`config.mk`:
```
export PLATFORM = sky130hd
export DESIGN_NAME = ps2_scancode_decoder
export DESIGN_NICKNAME = d
export VERILOG_FILES = /design/src/rtl/ps2_kb_pkg.sv /design/src/rtl/key_fifo.sv /design/src/rtl/ps2_scancode_decoder.sv
export SDC_FILE = /design/constraint.sdc
export NUM_CORES = 1
export LEC_CHECK = 0
export ABC_AREA = 1
export BUFFER_PORTS_ARGS = -buffer_cell sky130_fd_sc_hd__buf_2
export CAP_MARGIN = 20
export CORE_UTILIZATION = 50
export CTS_BUF_LIST = sky130_fd_sc_hd__clkbuf_4 sky130_fd_sc_hd__clkbuf_8 sky130_fd_sc_hd__clkbuf_16
export DETAILED_ROUTE_END_ITERATION = 16
export HOLD_SLACK_MARGIN = 0.1
export PLACE_DENSITY_LB_ADDON = 0.25
export RECOVER_POWER = 25
export SYNTH_ARGS = -nofsm -noshare
export SYNTH_HDL_FRONTEND = slang
export SYNTH_SLANG_ARGS = --single-unit
```
`constraint.sdc`:
```
create_clock -name sys_clk -period 2.35 [get_ports sys_clk]
set_input_delay 0 -clock sys_clk [delete_from_list [all_inputs] [get_ports sys_clk]]
set_output_delay 0 -clock sys_clk [all_outputs]
set_load 0.03 [all_outputs]
```
`src/rtl/ps2_kb_pkg.sv`:
```
// Shared PS/2 Set-2 definitions: scan-code constants, prefix FSM states and
// the scan-code to ASCII lookup used by the decoder.
package ps2_kb_pkg;

  localparam logic [7:0] SC_E0       = 8'hE0;
  localparam logic [7:0] SC_F0       = 8'hF0;
  localparam logic [7:0] SC_LSHIFT   = 8'h12;
  localparam logic [7:0] SC_RSHIFT   = 8'h59;
  localparam logic [7:0] SC_CAPS     = 8'h58;
  localparam logic [7:0] SC_ENTER    = 8'h5A;
  localparam logic [7:0] SC_KP_ENTER = 8'h5A;
  localparam logic [7:0] SC_KP_SLASH = 8'h4A;

  typedef enum logic [1:0] {
    ST_IDLE     = 2'd0,
    ST_GOT_E0   = 2'd1,
    ST_GOT_F0   = 2'd2,
    ST_GOT_E0F0 = 2'd3
  } prefix_state_t;

  // Non-extended make codes only; 8'h00 means "no character".
  // 'shifted' selects uppercase for letters and the symbol row for digits.
  function automatic logic [7:0] ascii_lut(input logic [7:0] code, input logic shifted);
    logic [7:0] ch;
    ch = 8'h00;
    case (code)
      8'h1C: ch = "a";
      8'h32: ch = "b";
      8'h21: ch = "c";
      8'h23: ch = "d";
      8'h24: ch = "e";
      8'h2B: ch = "f";
      8'h34: ch = "g";
      8'h33: ch = "h";
      8'h43: ch = "i";
      8'h3B: ch = "j";
      8'h42: ch = "k";
      8'h4B: ch = "l";
      8'h3A: ch = "m";
      8'h31: ch = "n";
      8'h44: ch = "o";
      8'h4D: ch = "p";
      8'h15: ch = "q";
      8'h2D: ch = "r";
      8'h1B: ch = "s";
      8'h2C: ch = "t";
      8'h3C: ch = "u";
      8'h2A: ch = "v";
      8'h1D: ch = "w";
      8'h22: ch = "x";
      8'h35: ch = "y";
      8'h1A: ch = "z";
      8'h45: ch = shifted ? ")" : "0";
      8'h16: ch = shifted ? "!" : "1";
      8'h1E: ch = shifted ? "@" : "2";
      8'h26: ch = shifted ? "#" : "3";
      8'h25: ch = shifted ? "$" : "4";
      8'h2E: ch = shifted ? "%" : "5";
      8'h36: ch = shifted ? "^" : "6";
      8'h3D: ch = shifted ? "&" : "7";
      8'h3E: ch = shifted ? "*" : "8";
      8'h46: ch = shifted ? "(" : "9";
      8'h29: ch = 8'h20;
      SC_ENTER: ch = 8'h0D;
      8'h66: ch = 8'h08;
      8'h0D: ch = 8'h09;
      8'h76: ch = 8'h1B;
      default: ch = 8'h00;
    endcase
    if (shifted && ch >= "a" && ch <= "z") ch = ch - 8'h20;
    return ch;
  endfunction

  function automatic logic is_letter(input logic [7:0] code);
    logic [7:0] lc;
    lc = ascii_lut(code, 1'b0);
    return (lc >= "a") && (lc <= "z");
  endfunction

endpackage

```
`src/rtl/key_fifo.sv`:
```
// First-word fall-through FIFO; head reads 0 when empty. A pop on an empty
// FIFO is ignored, and a push while full only lands alongside a pop.
module key_fifo #(
  parameter int WIDTH = 8,
  parameter int DEPTH = 4,
  localparam int AW = $clog2(DEPTH)
) (
  input  logic             sys_clk,
  input  logic             reset_n,
  input  logic             push,
  input  logic [WIDTH-1:0] wdata,
  input  logic             pop,
  output logic [WIDTH-1:0] rdata,
  output logic [AW:0]      level,
  output logic             full,
  output logic             empty
);

  localparam logic [AW:0] LVL_MAX = (AW+1)'(DEPTH);

  logic [WIDTH-1:0] mem [DEPTH];
  logic [AW-1:0]    wr_ptr, rd_ptr;
  logic             do_push, do_pop;

  assign empty   = (level == '0);
  assign full    = (level == LVL_MAX);
  assign do_pop  = pop && !empty;
  assign do_push = push && (!full || do_pop);
  assign rdata   = empty ? '0 : mem[rd_ptr];

  // Pointers are exactly AW bits wide, so wrap is free for power-of-two depths.
  always_ff @(posedge sys_clk or negedge reset_n) begin
    if (!reset_n) begin
      wr_ptr <= '0;
      rd_ptr <= '0;
      level  <= '0;
    end else begin
      if (do_push) wr_ptr <= wr_ptr + 1'b1;
      if (do_pop)  rd_ptr <= rd_ptr + 1'b1;
      case ({do_push, do_pop})
        2'b10:   level <= level + 1'b1;
        2'b01:   level <= level - 1'b1;
        default: level <= level;
      endcase
    end
  end

  always_ff @(posedge sys_clk) begin
    if (do_push) mem[wr_ptr] <= wdata;
  end

endmodule

```
`src/rtl/ps2_scancode_decoder.sv`:
```
// PS/2 Set-2 scan codes to buffered ASCII: E0/F0 prefix tracking, Shift and
// Caps Lock state, and a FWFT character FIFO with sticky overflow.
module ps2_scancode_decoder
  import ps2_kb_pkg::*;
#(
  parameter int FIFO_DEPTH = 4
) (
  input  logic                        sys_clk,
  input  logic                        reset_n,
  input  logic [7:0]                  code_i,
  input  logic                        code_valid_i,
  output logic [7:0]                  key_ascii_o,
  output logic                        key_valid_o,
  input  logic                        key_ready_i,
  output logic [$clog2(FIFO_DEPTH):0] level_o,
  output logic                        overflow_o,
  output logic                        shift_o,
  output logic                        caps_o
);

  prefix_state_t state, state_nx;
  logic          lshift, rshift, caps;
  logic          lshift_nx, rshift_nx, caps_nx;
  logic          push_nx, push_q;
  logic [7:0]    char_nx, char_q, mapped;
  logic          shift_q, caps_q, ovf_q;
  logic          fifo_full, fifo_empty, pop;

  // Lookup uses modifier state from before this code, never its own update.
  always_comb begin
    mapped = ascii_lut(code_i, is_letter(code_i) ? ((lshift | rshift) ^ caps)
                                                 : (lshift | rshift));
  end

  always_comb begin
    state_nx  = state;
    lshift_nx = lshift;
    rshift_nx = rshift;
    caps_nx   = caps;
    push_nx   = 1'b0;
    char_nx   = 8'h00;
    if (code_valid_i) begin
      case (state)
        ST_IDLE: begin
          if (code_i == SC_E0)          state_nx  = ST_GOT_E0;
          else if (code_i == SC_F0)     state_nx  = ST_GOT_F0;
          else if (code_i == SC_LSHIFT) lshift_nx = 1'b1;
          else if (code_i == SC_RSHIFT) rshift_nx = 1'b1;
          else if (code_i == SC_CAPS)   caps_nx   = ~caps;
          else if (mapped != 8'h00) begin
            push_nx = 1'b1;
            char_nx = mapped;
          end
        end
        ST_GOT_E0: begin
          // E0 12 / E0 59 are fake shifts and fall through as dropped makes.
          state_nx = ST_IDLE;
          if (code_i == SC_F0) state_nx = ST_GOT_E0F0;
          else if (code_i == SC_KP_ENTER) begin
            push_nx = 1'b1;
            char_nx = 8'h0D;
          end else if (code_i == SC_KP_SLASH) begin
            push_nx = 1'b1;
            char_nx = 8'h2F;
          end
        end
        ST_GOT_F0: begin
          state_nx = ST_IDLE;
          if (code_i == SC_LSHIFT)      lshift_nx = 1'b0;
          else if (code_i == SC_RSHIFT) rshift_nx = 1'b0;
        end
        default: state_nx = ST_IDLE;
      endcase
    end
  end

  always_ff @(posedge sys_clk or negedge reset_n) begin
    if (!reset_n) begin
      state   <= ST_IDLE;
      lshift  <= 1'b0;
      rshift  <= 1'b0;
      caps    <= 1'b0;
      push_q  <= 1'b0;
      char_q  <= 8'h00;
      shift_q <= 1'b0;
      caps_q  <= 1'b0;
      ovf_q   <= 1'b0;
    end else begin
      state   <= state_nx;
      lshift  <= lshift_nx;
      rshift  <= rshift_nx;
      caps    <= caps_nx;
      push_q  <= push_nx;
      char_q  <= char_nx;
      // Modifier outputs trail the internal state by one edge to line up
      // with the character pipeline.
      shift_q <= lshift | rshift;
      caps_q  <= caps;
      if (push_q && fifo_full && !pop) ovf_q <= 1'b1;
    end
  end

  assign pop = key_valid_o && key_ready_i;

  key_fifo #(.WIDTH(8), .DEPTH(FIFO_DEPTH)) u_fifo (
    .sys_clk (sys_clk),
    .reset_n (reset_n),
    .push    (push_q),
    .wdata   (char_q),
    .pop     (pop),
    .rdata   (key_ascii_o),
    .level   (level_o),
    .full    (fifo_full),
    .empty   (fifo_empty)
  );

  assign key_valid_o = !fifo_empty;
  assign overflow_o  = ovf_q;
  assign shift_o     = shift_q;
  assign caps_o      = caps_q;

endmodule
```
==> impl_summary.txt <==
----------------------------------------------------
[Worst setup path]
  Worst Path Arrival ... roughly 2400 ps
  Crit end category ... register
  Category of the worst setup path launch point ... input pin
  CP most frequent cell ... inv_1
  Standard cell with the maximum stage delay on the critical path ... nor3_1
  Worst Setup Path Type ... in -> reg
  Delay of the slowest cell on the worst path ... 390 ps
  Cell-by-cell trace of the critical path ... buf_2 > inv_2 > ha_4 > inv_1 > buf_4 > nor3_1 > nand3_1 > o21ai_0 > nor3_1 > inv_1 > nor2_1 > nand2_1 > nor2_1 > o21ai_1 > inv_1 > ha_1 > nand3_1 > and3_1
  Worst path required time ... 2540 ps
  Top fanout value on the critical path ... 4

[Place]
  Area of placed instances ... 0.00493 sq mm
  HPWL after DPL ... 8590 um
  Port bufs ... 26
  Placer Congestion ... roughly 1.0

[Synth]
  Share of the synthesized netlist area taken by xor and xnor gates ... between 1 and 1.5%
  Post-synth top area share ... between 20% and 30%
  Basic-gate share of the synthesized area counting and, or, nand and nor cells ... 35.7%
  Library cell with the largest summed area after synthesis ... edfxtp_1
  Mean post-synth cell area ... 7.23 sq um
  Number of storage elements in the synthesis netlist ... 56
  Fraction of synthesis flops using an asynchronous set or reset pin ... a little over two fifths
  Number of enable flip-flop cells after synthesis ... 32
  Dominant combinational cell family by area after synthesis ... simple AND/OR/NAND/NOR gates
  Post-synthesis cell type count ... 42
  Number of cells produced by synthesis ... 566
  Combined area of all synthesized cells ... 0.00409 sq mm
  Multiplexer share of the synthesized area ... 0%
  Cell types occupying the most area after synthesis ... edfxtp_1 23%, dfrtp_1 15%, nand2_1 10%, nor2_1 9.6%, nand3_1 5.9%
  Net count after synthesis ... about 590
  Fraction of the mapped netlist area in compound gates ... between 10 and 15%
  Proportion of synthesized chip area in sequential cells ... 38.2%
  Synthesis Warnings ... 0
  Most used flip-flop cell after synthesis ... edfxtp_1
  Fraction of the mapped netlist area in adder cells ... 4.47%

[Final layout]
  Area growth from synthesis to layout ... 25.8%
  Net count reported at finish ... 704
  Finished layout cell area ... slightly above 0.005 sq mm
  Most common library cell in the layout ignoring fill and taps ... nand2_1
  Finished Core Util ... 65.9%
  Share of layout cells above drive strength 1 ... 27.7%
  Total inserted antenna cells ... 0
  Commonest cells after routing, fill and taps aside ... 108 x nand2_1, 103 x nor2_1, 86 x buf_4

[CTS]
  Post CTS Setup Buffer Count ... 0
  Clock-pin slew on the worst setup and hold paths ... 90 ps
  Cell chosen for the clock root ... clkbuf_8
  Clock Tree Buf Depth ... 2
  TritonCTS buffer count ... 5
  Number of H-tree branching levels ... 2
  CTS tree ... built
  TritonCTS sink count ... 56
  Clock latency at the later pin of the worst-skew pair ... 300 ps

[Pwr]
  Clock power share ... ~17%
  Sequential share of power ... 37.3%
  Ratio of total power to cell area ... 676 mW/mm^2
  Part of the total power dissipated in combinational logic ... a little under half
  Leakage power figure ... between 0.002 and 0.0025 uW
  Switching power summed over all nets ... 1460 uW
  Power Total ... 3480 uW
  Worst-case vdd ir drop ... 0.363 mV
  Net switching share of the total power ... between 40% and 50%
  Cell-internal power ... 2020 uW

[Global routing]
  Total global-route track usage ... 27.0%
  Global-route wire length before repair ... 18300 um
  Grt total ovfl ... 0
  Vias in the first global route ... 4013
  Maximum number of pins on one net before global-route repair ... 25
  Number of antenna violations at the first check in global routing ... 0

[Run status]
  Run status ... completed

[STA]
  Final cycle utilization of the critical path ... 92.3%
  Slew at the pin closest to its max-slew limit ... 654 ps
  Achievable frequency ... 461 MHz
  Final hold viol count ... 0
  Number of max-slew violations in the final report ... 0
  Final worst clock skew ... about 7.3 ps
  Worst hold slack ... 218 ps
  Final setup vio count ... 0
  Headroom to the max-slew limit ... a little under three fifths
  Post-layout minimum cycle time ... ~2200 ps

[Detailed routing]
  Routed len/inst ... 14.1 um
  Drt initial violations ... 220
  Routed vias/inst ... 5.29
  Routed via count ... ~4100
  Pre-Repair DR Iteration Count ... 5
  Final wirelength ... 11000 um
  Number of remaining DRC errors ... 0
  Detail Route Antenna Nets ... 0

[Die]
  Horizontal extent of the die ... 92.4 um
  DIE AREA ... 0.00855 sq mm
  Top-level port count ... 27
  Total core area ... 0.00781 sq mm
  Starting Density ... roughly 52%
  Standard-cell rows ... 32
  Die height ... 92.4 um

[Min path]
  Hold WC Path Type ... in -> async

[Run]
  Max-cap violation count ... 0

----------------------------------------------------
[sequential cells by signal, summed over array words and instances (netlist names), 2 cells and up]
signal         cells
u_fifo.mem        32
char_q             8
u_fifo.level       3
state              2
u_fifo.rd_ptr      2
u_fifo.wr_ptr      2
[metal layers]
metal	global-route usage, %	share of wire [%]
met1	32.3	42
met3	2.13	4.6
met4	9.64	2.2
met2	50.4	51
met5	0	0
[what timing repair did]
action	CTS	global route
setup endpoints to repair	0	5
hold buffers	3	0
resized for setup	0	21
endpoints found under the hold margin	29	0
[final cells by class]
cell class                      count  area, sq um
Tap cell                          102          128
Sequential cell                    56         1560
Fill cell                         715         2660
Clock inverter                      2         35.0
Timing Repair Buffer              116          828
Inverter                           77          295
Clock buffer                        6         76.3
Multi-Input combinational cell    422         2220
[logic make-up (layout without fill, tap and decap cells)]
kind of cell / Yosys count / in the layout
xor gates and xnor gates: 7 / 7
AOI/OAI and AO/OA: 79 / 79
adders and majority gates: 14 / 14
DFF: 56 / 56
buffers and inverters: 88 / 201
and+or+nand+nor: 322 / 322
[Yosys cell counts, drive strengths merged, types with 6 or more instances]
master	number
nand3	56
nor2	117
o21ai	38
buf	7
nand2	126
ha	13
xor2	6
nand4	6
a21oi	28
dfrtp	24
edfxtp	32
nor3	10
inv	74
[final timing paths]
| path | slack, ps | to | start | cells after the start |
|---|---|---|---|---|
| worst min register to register | 400 | caps_o$_DFF_PN0_ | caps$_DFFE_PN0P_ | 0 |
| max in group asynchronous | 1740 | u_fifo.level[0]$_DFFE_PN0P_ | reset_n | 2 |
| min in group sys_clk | 300 | char_q[5]$_DFF_PN0_ | code_i[4] | 5 |
| worst max-delay path | 180 | char_q[6]$_DFF_PN0_ | code_i[0] | 18 |
| worst max register to register | 380 | u_fifo.level[2]$_DFFE_PN0P_ | u_fifo.level[1]$_DFFE_PN0P_ | 10 |
| worst min-delay path | 220 | char_q[0]$_DFF_PN0_ | reset_n | 2 |
[power groups by stage]
stage	sequential (uW)	combinational (uW)	clock, uW
2_1_floorplan	1310	1070	0
3_3_place_gp	1310	1510	0
3_5_place_dp	1320	1550	0
4_1_cts	1300	1560	624
5_1_grt	1310	1750	657
6_report	1300	1580	607
[critical path: cells and delay by family]
family          cells  cell delay [ps]
simple gates        8             1110
buf+inv             6              590
compound gates      2              230
fa+ha+maj           2              420
[per-stage QoR]
stage / std cells / TNS [ps] / setup slack (ps)
5_1_grt: 781 / -11.0 / -11.0
3_5_place_dp: 770 / -399 / -172
4_1_cts: 781 / 0 / 147
6_report: 781 / 0 / 181
3_3_place_gp: 770 / -417 / -139
2_1_floorplan: 566 / 0 / 32.1
Note: power is estimated with default switching activity, not from simulation.
